[src/rtl/mem_arbiter_pkg.sv]
// Shared types and constants for the single-port memory arbiter.
// The optional statistics block is enabled with MEM_ARBITER_STATS_EN.
package mem_arbiter_pkg;

  typedef logic [1:0] arb_state_t;

  localparam arb_state_t S_IDLE   = 2'd0;
  localparam arb_state_t S_ACCESS = 2'd1;
  localparam arb_state_t S_WAIT   = 2'd2;
  localparam arb_state_t S_RESP   = 2'd3;

  typedef enum logic {REQ_I = 1'b0, REQ_D = 1'b1} req_id_t;

  localparam int MAX_READ_LAT = 7;
  localparam int LAT_CNT_W    = $clog2(MAX_READ_LAT + 1);

endpackage

[src/rtl/mem_arbiter_stats.sv]
// Saturating 32-bit grant and conflict counters for the memory arbiter.
// Instantiated only when MEM_ARBITER_STATS_EN is defined.
module mem_arbiter_stats (
  input  logic        clk,
  input  logic        reset,
  input  logic        i_inc_i,
  input  logic        i_inc_d,
  input  logic        i_inc_conf,
  output logic [31:0] o_i_grants,
  output logic [31:0] o_d_grants,
  output logic [31:0] o_conflicts
);

  logic [31:0] r_i_grants;
  logic [31:0] r_d_grants;
  logic [31:0] r_conflicts;

  always_ff @(posedge clk) begin
    if (!reset) begin
      r_i_grants  <= '0;
      r_d_grants  <= '0;
      r_conflicts <= '0;
    end else begin
      if (i_inc_i && (r_i_grants != '1))
        r_i_grants <= r_i_grants + 32'd1;
      if (i_inc_d && (r_d_grants != '1))
        r_d_grants <= r_d_grants + 32'd1;
      if (i_inc_conf && (r_conflicts != '1))
        r_conflicts <= r_conflicts + 32'd1;
    end
  end

  assign o_i_grants  = r_i_grants;
  assign o_d_grants  = r_d_grants;
  assign o_conflicts = r_conflicts;

endmodule

[src/rtl/mem_arbiter.sv]
// Round-robin arbiter sharing one single-port memory between fetch (i_*) and load/store (d_*).
// Define MEM_ARBITER_STATS_EN to add the stat_* counter outputs.
module mem_arbiter
  import mem_arbiter_pkg::*;
#(
  parameter int ADDR_W   = 64,
  parameter int DATA_W   = 64,
  parameter int READ_LAT = 1
) (
  input  logic                clk,
  input  logic                reset,
  input  logic                i_req,
  input  logic [ADDR_W-1:0]   i_addr,
  output logic [DATA_W-1:0]   i_rdata,
  output logic                i_valid,
  input  logic                d_req,
  input  logic                d_we,
  input  logic [ADDR_W-1:0]   d_addr,
  input  logic [DATA_W-1:0]   d_wdata,
  input  logic [DATA_W/8-1:0] d_wstrb,
  output logic [DATA_W-1:0]   d_rdata,
  output logic                d_valid,
  output logic                mem_en,
  output logic                mem_we,
  output logic [ADDR_W-1:0]   mem_addr,
  output logic [DATA_W-1:0]   mem_wdata,
  output logic [DATA_W/8-1:0] mem_wstrb,
  input  logic [DATA_W-1:0]   mem_rdata,
  output logic                busy,
  output logic [1:0]          dbg_state
`ifdef MEM_ARBITER_STATS_EN
  ,
  output logic [31:0]         stat_i_grants,
  output logic [31:0]         stat_d_grants,
  output logic [31:0]         stat_conflicts
`endif
);

  // Handshake: a requester holds req high until its valid pulses for one cycle
  // in RESP; inputs are only sampled in IDLE, so nothing can cancel an access.
  arb_state_t          r_state;
  req_id_t             r_last_grant;
  req_id_t             r_owner;
  logic                r_we;
  logic [ADDR_W-1:0]   r_addr;
  logic [DATA_W-1:0]   r_wdata;
  logic [DATA_W/8-1:0] r_wstrb;
  logic [LAT_CNT_W-1:0] r_lat_cnt;
  logic [DATA_W-1:0]   r_i_rdata;
  logic [DATA_W-1:0]   r_d_rdata;

  logic    w_any_req;
  logic    w_pick_d;
  logic    w_store;
  req_id_t w_winner;

  // On a tie the requester that did not win last time goes first.
  assign w_any_req = i_req | d_req;
  assign w_pick_d  = d_req & (~i_req | (r_last_grant == REQ_I));
  assign w_store   = w_pick_d & d_we;
  assign w_winner  = w_pick_d ? REQ_D : REQ_I;

  always_ff @(posedge clk) begin
    if (!reset) begin
      r_state      <= S_IDLE;
      r_last_grant <= REQ_D;
      r_owner      <= REQ_I;
      r_we         <= 1'b0;
      r_addr       <= '0;
      r_wdata      <= '0;
      r_wstrb      <= '0;
      r_lat_cnt    <= '0;
      r_i_rdata    <= '0;
      r_d_rdata    <= '0;
    end else begin
      case (r_state)
        S_IDLE: begin
          if (w_any_req) begin
            r_state      <= S_ACCESS;
            r_owner      <= w_winner;
            r_last_grant <= w_winner;
            r_addr       <= w_pick_d ? d_addr : i_addr;
            r_we         <= w_store;
            r_wdata      <= w_store ? d_wdata : '0;
            r_wstrb      <= w_store ? d_wstrb : '0;
          end
        end
        S_ACCESS: begin
          if (r_we) begin
            r_state   <= S_RESP;
            r_d_rdata <= '0;
          end else begin
            r_state   <= S_WAIT;
            r_lat_cnt <= LAT_CNT_W'(READ_LAT - 1);
          end
        end
        S_WAIT: begin
          if (r_lat_cnt == '0) begin
            r_state <= S_RESP;
            if (r_owner == REQ_D)
              r_d_rdata <= mem_rdata;
            else
              r_i_rdata <= mem_rdata;
          end else begin
            r_lat_cnt <= r_lat_cnt - LAT_CNT_W'(1);
          end
        end
        S_RESP:  r_state <= S_IDLE;
        default: r_state <= S_IDLE;
      endcase
    end
  end

  assign mem_en    = (r_state == S_ACCESS);
  assign mem_we    = mem_en & r_we;
  assign mem_addr  = r_addr;
  assign mem_wdata = r_wdata;
  assign mem_wstrb = r_wstrb;

  assign i_valid   = (r_state == S_RESP) && (r_owner == REQ_I);
  assign d_valid   = (r_state == S_RESP) && (r_owner == REQ_D);
  assign i_rdata   = r_i_rdata;
  assign d_rdata   = r_d_rdata;
  assign busy      = (r_state != S_IDLE);
  assign dbg_state = r_state;

`ifdef MEM_ARBITER_STATS_EN
  logic w_grant_i;
  logic w_grant_d;
  logic w_conflict;

  // While busy, the requester not owning the access is the one left waiting.
  assign w_grant_i  = (r_state == S_IDLE) & w_any_req & ~w_pick_d;
  assign w_grant_d  = (r_state == S_IDLE) & w_pick_d;
  assign w_conflict = (r_state == S_IDLE) ? (i_req & d_req)
                    : ((r_owner == REQ_I) ? d_req : i_req);

  mem_arbiter_stats u_stats (
    .clk         (clk),
    .reset       (reset),
    .i_inc_i     (w_grant_i),
    .i_inc_d     (w_grant_d),
    .i_inc_conf  (w_conflict),
    .o_i_grants  (stat_i_grants),
    .o_d_grants  (stat_d_grants),
    .o_conflicts (stat_conflicts)
  );
`endif

endmodule

[config.mk]
export PLATFORM = sky130hd
export DESIGN_NAME = mem_arbiter
export DESIGN_NICKNAME = d
export VERILOG_FILES = /design/src/rtl/mem_arbiter_pkg.sv /design/src/rtl/mem_arbiter_stats.sv /design/src/rtl/mem_arbiter.sv
export SDC_FILE = /design/constraint.sdc
export NUM_CORES = 1
export LEC_CHECK = 0
export BUFFER_PORTS_ARGS = -buffer_cell sky130_fd_sc_hd__buf_4
export CAP_MARGIN = 20
export CORE_AREA = 2 2 212 214
export DETAILED_ROUTE_END_ITERATION = 16
export DIE_AREA = 0 0 214 216
export PLACE_DENSITY = 0.46
export SLEW_MARGIN = 20
export SYNTH_ARGS = -nofsm -noshare
export SYNTH_HDL_FRONTEND = slang
export SYNTH_SLANG_ARGS = --single-unit
[constraint.sdc]
create_clock -name clk -period 5.2 [get_ports clk]
set_input_delay 1.04 -clock clk [delete_from_list [all_inputs] [get_ports clk]]
set_output_delay 1.04 -clock clk [all_outputs]
set_load 0.1 [all_outputs]
==> out/qor.yml <==
p_clk_frac: 0.248
placedCellCount: 2062
drt_pre_antenna_iters: 6
ys_top_cells_by_area: "dfxtp_1 56%, a22o_1 12%, a21oi_1 10%, nand2_1 7.8%, o21ai_0 2.4%"
period_needed_ps: 2980
p_seq_frac: 0.285
postRouteAntennaNets: 0
highest_layer: "met5"
cts_max_path_buffers: 3
first_global_vias: 9484
irDropWorstVdd_mv: 0.380
syn_area_um2: 9650
power.internal_mw: 4.65
cp_slowest_cell: "dfxtp_1"
yosys_most_used_dff: "dfxtp_1"
rows: 77
area_growth_pct: 56.6
final_cells: 2120
switching_share: 0.490
worst_ep_required_time_ps: 4160
critPathBufInv: 3
final_cell_mix: "550 x buf_4, 272 x dfxtp_1, 200 x nand2_1"
yosysSeqAreaShare: 0.564
pin_count: 540
fin_crit_sh: 0.574
worst_pin_slew_ps: 1050
drive_gt1_frac: 0.404
worstSetupEndpointType: "output pin"
dieArea_um2: 46200
drc_errors: 0
synth-async-reset-ratio: 0
synthDistinctLibCells: 43
report.final.slew_viol_count: 0
cellPowerDensity_nw_per_um2: 604
rsz0062_at_grt: "no"
clk_latency_ps: 520
worstPathMaxFanout: 10
core_area_um2: 43800
wl_per_cell_um: 18.3
power_switching_mw: 4.48
grt_util_all_layers: 0.161
syn_avg_cell_area_um2: 9.61
crit_chain: "inv_1 -> ha_1 -> inv_1 -> buf_4"
leakage_nw: 6.86
wl_met2_um: 18600
setup_violations: 0
fin_ws_ps: 2220
combinationalPowerShare: 0.467
cap_violations: 0
numCtsBuffers: 34
vias_per_cell: 4.44
yosys.area.top_type_share: 0.564
path_class: "flop to output pin"
start_kind: "flop"
grt_max_degree: 73
vias: 9403
io_buffer_count: 539
hpwl_um: 27500
worstPathArrival_ps: 1940
grt_overflow: 0
htree_levels: 2
root_buffer: "clkbuf_16"
finalWirelength_um: 38900
antenna_found_initial: 1
dr_wl_met3_um: 3580
max_freq_mhz: 335
max_stage_delay_ps: 470
yosys_warnings: 0
cts_tree: "yes"
ys_ff_latch: 272
crit_top_cell: "inv_1"
synth_edf_count: 0
pre_cts_slack_ps: 2090
finalNetCount: 1785
layout_commonest_cell: "buf_4"
wl_met1_um: 15600
gp_congestion: 0.844
cp_top_family: "buffers and inverters"
maxSlewHeadroom: 0.299
synth.net_count: 1282
clock-skew-final_ps: 14.2
postCtsSetupBuffers: 0
dieHeight_um: 216
grt_pass1_wl_um: 58300
die_w_um: 214
drt_iter0_markers: 383
start_util: 0.220
numClockSinks: 272
hold_viol: 0
status: "finished, final reports clean"
synth_top_cell_by_area: "dfxtp_1"
synthCells: 1004
cts_resized: 0
holdCritPathClass: "flop to flop"
tns_ps: 0
clk_pin_slew_ps: 50
cts.hold.buffers_added: 0
-- synth_stat cells, drive strengths merged, types with 2 or more instances --
cell type	count
a21bo	2
buf	65
nor2	7
nor2b	2
a32o	2
nand2	200
nand3b	2
dfxtp	272
o21ai	65
a22o	136
nand3	3
clkbuf	20
ha	9
a21oi	193
inv	8
-- power groups by stage --
| stage | Clock [mW] | Sequential [mW] | Combinational, mW |
|---|---|---|---|
| after floorplan | 0 | 4.84 | 1.07 |
| after global placement | 0 | 2.63 | 4.30 |
| after detailed placement | 0 | 2.63 | 4.30 |
| after CTS | 2.36 | 2.60 | 4.30 |
| after global routing | 2.42 | 2.63 | 4.48 |
| final | 2.26 | 2.60 | 4.27 |
-- path summary, 6_finish.rpt --
check               start           to  slack, ps  cells after the start
max          dbg_state[0]         busy       2220                      4
min           i_rdata[31]  i_rdata[31]        450                      2
max reg2reg  dbg_state[0]  d_rdata[51]       2690                      6
min reg2reg   i_rdata[31]  i_rdata[31]        450                      2
-- through the flow --
step                hold slack, ps  power (mW)   util  instance area (um2)
floorplan                      444        5.92      -                 9650
global placement               443        6.94  0.320                14000
detailed placement             448        6.94  0.320                14000
CTS                            456        9.26  0.344                15100
global route                   471        9.53  0.345                15100
finish                         452        9.13  0.345                15100
-- area by class of cell --
| type | count | area (um2) |
|---|---|---|
| clock inverter | 4 | 23.8 |
| timing repair buffer | 552 | 4180 |
| sequential | 272 | 5450 |
| fill | 4589 | 28700 |
| tap | 592 | 741 |
| inverter | 8 | 30.0 |
| antenna | 1 | 2.50 |
| clock buffer | 52 | 1030 |
| multi-input combinational | 639 | 3660 |
-- metal layers --
metal | GRT usage | vias up
li1 | - | 4544
met1 | 0.187 | 4402
met2 | 0.271 | 393
met3 | 0.0578 | 62
met4 | 0.0601 | 2
met5 | 0 | -
-- cell families (layout without fill, tap and decap cells) --
family          after synthesis  count (layout)  synth area share
fa+ha+maj                     9               9            0.0117
mux                           1               1           0.00104
flops                       272             272             0.564
buf+inv                      93             616            0.0595
compound gates              408             408             0.272
other cells                   0               1                 0
simple gates                221             221            0.0912
-- flip-flops by register name, summed over array words and instances, names as in the netlist --
signal and cells:
r_owner 1, r_lat_cnt 3, mem_wstrb 8, mem_wdata 64
r_we 1, dbg_state 2, i_rdata 64, r_last_grant 1
d_rdata 64, mem_addr 64
-- worst reg2reg max path, stage by stage (launching register included) --
cell and delay, ps:
dfxtp_1 470, inv_1 150, ha_1 260, or2_4 240
a31oi_4 430, buf_4 600, a22o_1 310
Power figures use the tool's default switching activity.
